===== src/rtl/relay_ctrl_pkg.sv =====
// Shared types for the relay register-transfer control path: FSM states,
// register IDs on the control bus, and small sizing helpers.
package relay_ctrl_pkg;

    typedef enum logic [2:0] {
        IDLE,
        SEL,
        LOAD,
        HOLD,
        DONE
    } xfer_state_t;

    localparam int REG_ID_W = 4;
    typedef logic [REG_ID_W-1:0] reg_id_t;

    localparam reg_id_t REG_A    = 4'd0;
    localparam reg_id_t REG_B    = 4'd1;
    localparam reg_id_t REG_C    = 4'd2;
    localparam reg_id_t REG_D    = 4'd3;
    localparam reg_id_t REG_M1   = 4'd4;
    localparam reg_id_t REG_M2   = 4'd5;
    localparam reg_id_t REG_X    = 4'd6;
    localparam reg_id_t REG_Y    = 4'd7;
    localparam reg_id_t REG_J1   = 4'd8;
    localparam reg_id_t REG_J2   = 4'd9;
    localparam reg_id_t REG_INST = 4'd10;

    function automatic int max3(input int a, input int b, input int c);
        int m;
        m = (a > b) ? a : b;
        return (m > c) ? m : c;
    endfunction

endpackage


===== src/rtl/onehot_dec.sv =====
// ID-to-strobe decoder: drives exactly one bit of vec when en is high,
// all zeros otherwise. IDs outside 0..N-1 decode to zero.
module onehot_dec #(
    parameter int N = 16,
    parameter int W = 4
) (
    input  logic [W-1:0] id,
    input  logic         en,
    output logic [N-1:0] vec
);

    genvar gi;
    generate
        for (gi = 0; gi < N; gi++) begin : g_bit
            assign vec[gi] = en && (id == W'(gi));
        end
    endgenerate

endmodule


===== src/rtl/reg_xfer_seq.sv =====
// Register transfer sequencer: turns a (src, dst) command into a relay-safe
// sel/ld strobe sequence with ld strictly nested inside sel.
module reg_xfer_seq
    import relay_ctrl_pkg::*;
#(
    parameter int NREG       = 16,
    parameter int SETTLE_CYC = 2,
    parameter int LD_CYC     = 3,
    parameter int HOLD_CYC   = 1
) (
    input  logic                    clk,
    input  logic                    reset,
    input  logic                    start,
    input  logic [$clog2(NREG)-1:0] src,
    input  logic [$clog2(NREG)-1:0] dst,
    input  logic                    ld_en,
    output logic                    busy,
    output logic                    done,
    output logic                    err,
    output logic [NREG-1:0]         sel,
    output logic [NREG-1:0]         ld
);

    localparam int IDW = $clog2(NREG);
    localparam int CW  = $clog2(max3(SETTLE_CYC, LD_CYC, HOLD_CYC) + 1);

    xfer_state_t    state_reg, state_next;
    logic [CW-1:0]  cnt_reg, cnt_next;
    logic [IDW-1:0] src_reg, dst_reg;
    logic           ld_en_reg;
    logic           busy_reg, done_reg, err_reg;
    logic [NREG-1:0] sel_reg, ld_reg;

    logic           range_ok;
    logic           cmd_ok;
    logic           accept;
    logic           reject;
    logic [IDW-1:0] sel_id;
    logic           sel_on;
    logic           ld_on;
    logic [NREG-1:0] sel_dec;
    logic [NREG-1:0] ld_dec;

    // With a power-of-two register count every encodable ID is addressable.
    generate
        if (NREG == (1 << IDW)) begin : g_pow2
            assign range_ok = 1'b1;
        end else begin : g_npow2
            assign range_ok = (int'(src) < NREG) && (int'(dst) < NREG);
        end
    endgenerate

    assign cmd_ok = range_ok && !(ld_en && (src == dst));

    always_comb begin
        state_next = state_reg;
        cnt_next   = cnt_reg + 1'b1;
        accept     = 1'b0;
        reject     = 1'b0;
        case (state_reg)
            IDLE: begin
                cnt_next = '0;
                if (start) begin
                    if (cmd_ok) begin
                        accept     = 1'b1;
                        state_next = SEL;
                    end else begin
                        reject = 1'b1;
                    end
                end
            end
            SEL: begin
                if (cnt_reg == CW'(SETTLE_CYC - 1)) begin
                    state_next = ld_en_reg ? LOAD : HOLD;
                    cnt_next   = '0;
                end
            end
            LOAD: begin
                if (cnt_reg == CW'(LD_CYC - 1)) begin
                    state_next = HOLD;
                    cnt_next   = '0;
                end
            end
            HOLD: begin
                if (cnt_reg == CW'(HOLD_CYC - 1)) begin
                    state_next = DONE;
                    cnt_next   = '0;
                end
            end
            DONE: begin
                state_next = IDLE;
                cnt_next   = '0;
            end
            default: begin
                state_next = IDLE;
                cnt_next   = '0;
            end
        endcase
    end

    // Strobes are decoded from the next state so the registered outputs
    // change on the same edge as the state, without a cycle of lag.
    assign sel_id = accept ? src : src_reg;
    assign sel_on = (state_next == SEL) || (state_next == LOAD) || (state_next == HOLD);
    assign ld_on  = (state_next == LOAD);

    onehot_dec #(.N(NREG), .W(IDW)) u_sel_dec (
        .id  (sel_id),
        .en  (sel_on),
        .vec (sel_dec)
    );

    onehot_dec #(.N(NREG), .W(IDW)) u_ld_dec (
        .id  (dst_reg),
        .en  (ld_on),
        .vec (ld_dec)
    );

    always_ff @(posedge clk) begin
        if (reset) begin
            state_reg <= IDLE;
            cnt_reg   <= '0;
            src_reg   <= '0;
            dst_reg   <= '0;
            ld_en_reg <= 1'b0;
            busy_reg  <= 1'b0;
            done_reg  <= 1'b0;
            err_reg   <= 1'b0;
            sel_reg   <= '0;
            ld_reg    <= '0;
        end else begin
            state_reg <= state_next;
            cnt_reg   <= cnt_next;
            if (accept) begin
                src_reg   <= src;
                dst_reg   <= dst;
                ld_en_reg <= ld_en;
            end
            busy_reg <= (state_next != IDLE);
            done_reg <= (state_next == DONE);
            err_reg  <= reject;
            sel_reg  <= sel_dec;
            ld_reg   <= ld_dec;
        end
    end

    assign busy = busy_reg;
    assign done = done_reg;
    assign err  = err_reg;
    assign sel  = sel_reg;
    assign ld   = ld_reg;

endmodule


===== config.mk =====
export PLATFORM = sky130hd
export DESIGN_NAME = reg_xfer_seq
export DESIGN_NICKNAME = d
export VERILOG_FILES = /design/src/rtl/relay_ctrl_pkg.sv /design/src/rtl/onehot_dec.sv /design/src/rtl/reg_xfer_seq.sv
export SDC_FILE = /design/constraint.sdc
export NUM_CORES = 1
export LEC_CHECK = 0
export CAP_MARGIN = 30
export CORE_UTILIZATION = 48
export DETAILED_ROUTE_END_ITERATION = 12
export PLACE_DENSITY = 0.83
export SKIP_CTS_REPAIR_TIMING = 1
export SLEW_MARGIN = 20
export SYNTH_ARGS = -nofsm -noshare
export SYNTH_HDL_FRONTEND = slang
export SYNTH_SLANG_ARGS = --single-unit

===== constraint.sdc =====
create_clock -name clk -period 2.15 [get_ports clk]
set_clock_uncertainty 0.05 [all_clocks]
set_input_delay 0.5375 -clock clk [delete_from_list [all_inputs] [get_ports clk]]
set_output_delay 0.5375 -clock clk [all_outputs]
set_load 0.03 [all_outputs]

==> results by group, run 1 <==
Synth
  • Post-synthesis sequential area ratio: 51.0%
  • Post-synth top area share: 51.0%
  • Synth top area cells: dfxtp_1 51%, nor3_1 7.3%, ha_1 3.9%
  • Ys flop type: dfxtp_1
  • Post-synth EDFFs: 0
  • Post-Syn Area: 1920 sq um
  • Net count after synthesis: 217
  • Commonest cells in the netlist: 49 x dfxtp_1, 28 x nor3_1, 18 x nand2_1
  • Post-Syn Area per Cell: 9.66 sq um
  • Distinct cells, synth: between 40 and 50
  • Count of state elements after synthesis: 49
  • Syn. warnings: 0
  • Leading area contributor after synthesis: dfxtp_1
  • Ys async rst share: 0%
  • Most frequent cell after synthesis: dfxtp_1
  • Gate Count Post-Synth: 199

CTS
  • Root Driver: clkbuf_8
  • Total CTS buffers: 5
  • CTS sink cnt: 49
  • CTS H-tree lvls: 2
  • CTS tree: built
  • Bufs on Longest Clock Path: 2
  • Clock latency on the worst-skew pair: 0.30 ns
  • Worst-path clk slew: 0.09 ns

Power
  • Leakage: 1.18 nW
  • PwrDens: ~700 nW/um^2
  • Maximum vdd drop: 0.000441 V
  • PnR Total Power: 2.07 mW

STA
  • Fin crit share: 101%
  • Max-slew headroom: 61.4%
  • Slew @ Worst Pin: 0.579 ns
  • Hold_ws: roughly 0.5 ns
  • Setup violators final: 7
  • Tmin final: around 2.2 ns
  • Crit path setup slack, layout: -0.0297 ns
  • Final Hold Fails: 0
  • Achievable Freq: 459 MHz
  • Max-slew violation count: 0

Floorplanning
  • Die Footprint: 4260 sq um
  • Core ar.: 3740 sq um
  • Initial Util: 51.4%
  • Die Width: roughly 65 um
  • Number of cell rows: 22
  • DIE HEIGHT: 65.3 um
  • Io pins: 47

Setup path
  • Worst Path Required: 2.32 ns
  • Critical Path Sink Type: flip-flop
  • CP max FO: 8
  • Crit-path slowest cell: or4b_4
  • CP Class: reg2reg
  • Worst path max stage delay: 0.58 ns
  • Reg-to-reg slack, setup: -0.03 ns
  • FF-to-FF path depth: 6
  • WP data arrival: between 2 and 2.5 ns
  • Worst Setup SP: state_reg[1]$_SDFF_PP0_
  • Worst R2R End: sel[13]$_SDFF_PP0_
  • CP cell instances: or4b_4 -> or3b_1 -> a21oi_2 -> o32ai_4 -> buf_12 -> nor3_2
  • CP Launch Type: flip-flop
  • FF-to-FF Start: state_reg[1]$_SDFF_PP0_

Detailed routing
  • DRT Pass-1 Iters: 4
  • Avg WL per Cell: 16.9 um
  • Antenna-violating nets left: 0
  • Via density: 5.80
  • Routed WL: around 5400 um
  • Initial DRC Count: 138
  • DR DRC count: 0
  • Via count: 1,849

Finish
  • Nets: 288
  • Layout Utilization: around four fifths
  • Layout area overhead: 54.5%
  • Share of layout cells above drive strength 1: about 25%
  • Post-route insts no fill: between 300 and 400
  • # diodes: 0

GRT
  • First-pass GRT wire length: roughly 6700 um
  • Initial antenna violation count: 0
  • Pin count of the biggest net entering global routing: 17
  • GR Overflow Total: 0
  • Overall routing resource usage: 21.2%
  • Number of global-route vias before repair: 1,514

Placement
  • Port buffer count: 46
  • DP Cell Count: 306
  • Detailed placement HPWL: just over 3000 um
  • Gpl congestion: 0.834

Min path
  • HP Start: ld_en_reg$_SDFFE_PP0P_
  • Hold depth: 2
  • WHS Endpoint: ld_en_reg$_SDFFE_PP0P_
  • HP Class: reg2reg

Status
  • Failing checks: negative setup slack
  • Status: finished with violations

Run
  • Max-capacitance violation count: 0
[cells in the final DEF, fill, tap and decap left out, types with 4 or more instances in the layout]
cell / Yosys / layout
a21oi_1: 10 / 9
buf_12: 0 / 4
buf_4: 3 / 22
clkbuf_8: 0 / 6
clkdlybuf4s50_1: 0 / 37
dfxtp_1: 49 / 49
dlymetal6s2s_1: 0 / 9
ha_1: 6 / 6
nand2_1: 18 / 18
nand2b_1: 5 / 5
nor2_1: 12 / 12
nor2b_1: 7 / 7
nor3_1: 28 / 17
nor3_2: 1 / 11
nor4_1: 8 / 6
xnor2_2: 0 / 4
[layout make-up]
type / instances / area (sq um)
timing repair buffer: 73 / 739
clock buffer: 6 / 82.6
sequential: 49 / 981
multi-input combinational: 138 / 1060
clock inverter: 2 / 37.5
fill: 232 / 772
inverter: 3 / 11.3
tap: 48 / 60.1
[where the power goes]
part | switching (mW) | internal [mW] | total (mW)
clock network | 0.297 | 0.378 | 0.675
registers | 0.0274 | 0.937 | 0.964
logic | 0.236 | 0.194 | 0.430
total | 0.561 | 1.51 | 2.07
[worst max-delay path, delay by kind of cell (launching register included)]
kind / cells / cell delay, ns
flops: 1 / 0.35
simple gates: 3 / 1.12
buf+inv: 1 / 0.19
compound gates: 2 / 0.40
[stage by stage]
stage / setup TNS, ns / setup WS [ns] / area (sq um)
4_1_cts: -3.03 / -0.234 / 2700
6_report: -0.0694 / -0.0297 / 2970
3_5_place_dp: -14.44 / -0.503 / 2580
3_3_place_gp: -14.12 / -0.457 / 2580
2_1_floorplan: 0 / 0.136 / 1920
5_1_grt: -0.599 / -0.0791 / 2970
[logic make-up (layout without fill, tap and decap cells)]
logic type	count (synthesis)	in the layout	synth area share [%]
compound gates	26	26	9.57
xor+xnor	5	5	2.28
fa+ha+maj	6	6	3.90
buf+inv	13	84	3.77
flops	49	49	51.0
mux	5	5	3.06
simple gates	95	96	26.4
[worst max-delay path by stage]
stage | end | slack (ns) | depth (start not counted)
2_1_floorplan | sel[11]$_SDFF_PP0_ | 0.14 | 6
3_3_place_gp | sel[4]$_SDFF_PP0_ | -0.46 | 6
3_5_place_dp | sel[11]$_SDFF_PP0_ | -0.50 | 6
4_1_cts | sel[11]$_SDFF_PP0_ | -0.23 | 6
5_1_grt | sel[15]$_SDFF_PP0_ | -0.08 | 6
6_report | sel[13]$_SDFF_PP0_ | -0.03 | 6
[metal layers]
layer  track usage [%]  part of all wire [%]
met5                 0                     0
met2              34.1                    49
met4              13.0                   5.5
met1              24.5                    40
met3              6.60                   5.1
No activity file was read; power rests on OpenSTA's default activity.
==> inputs of run 2 (changes only) <==
Settings changed: SLEW_MARGIN 20 to 5.
==> results of run 2 <==
The final DEF is identical to that of run 1; final timing and power are the same.
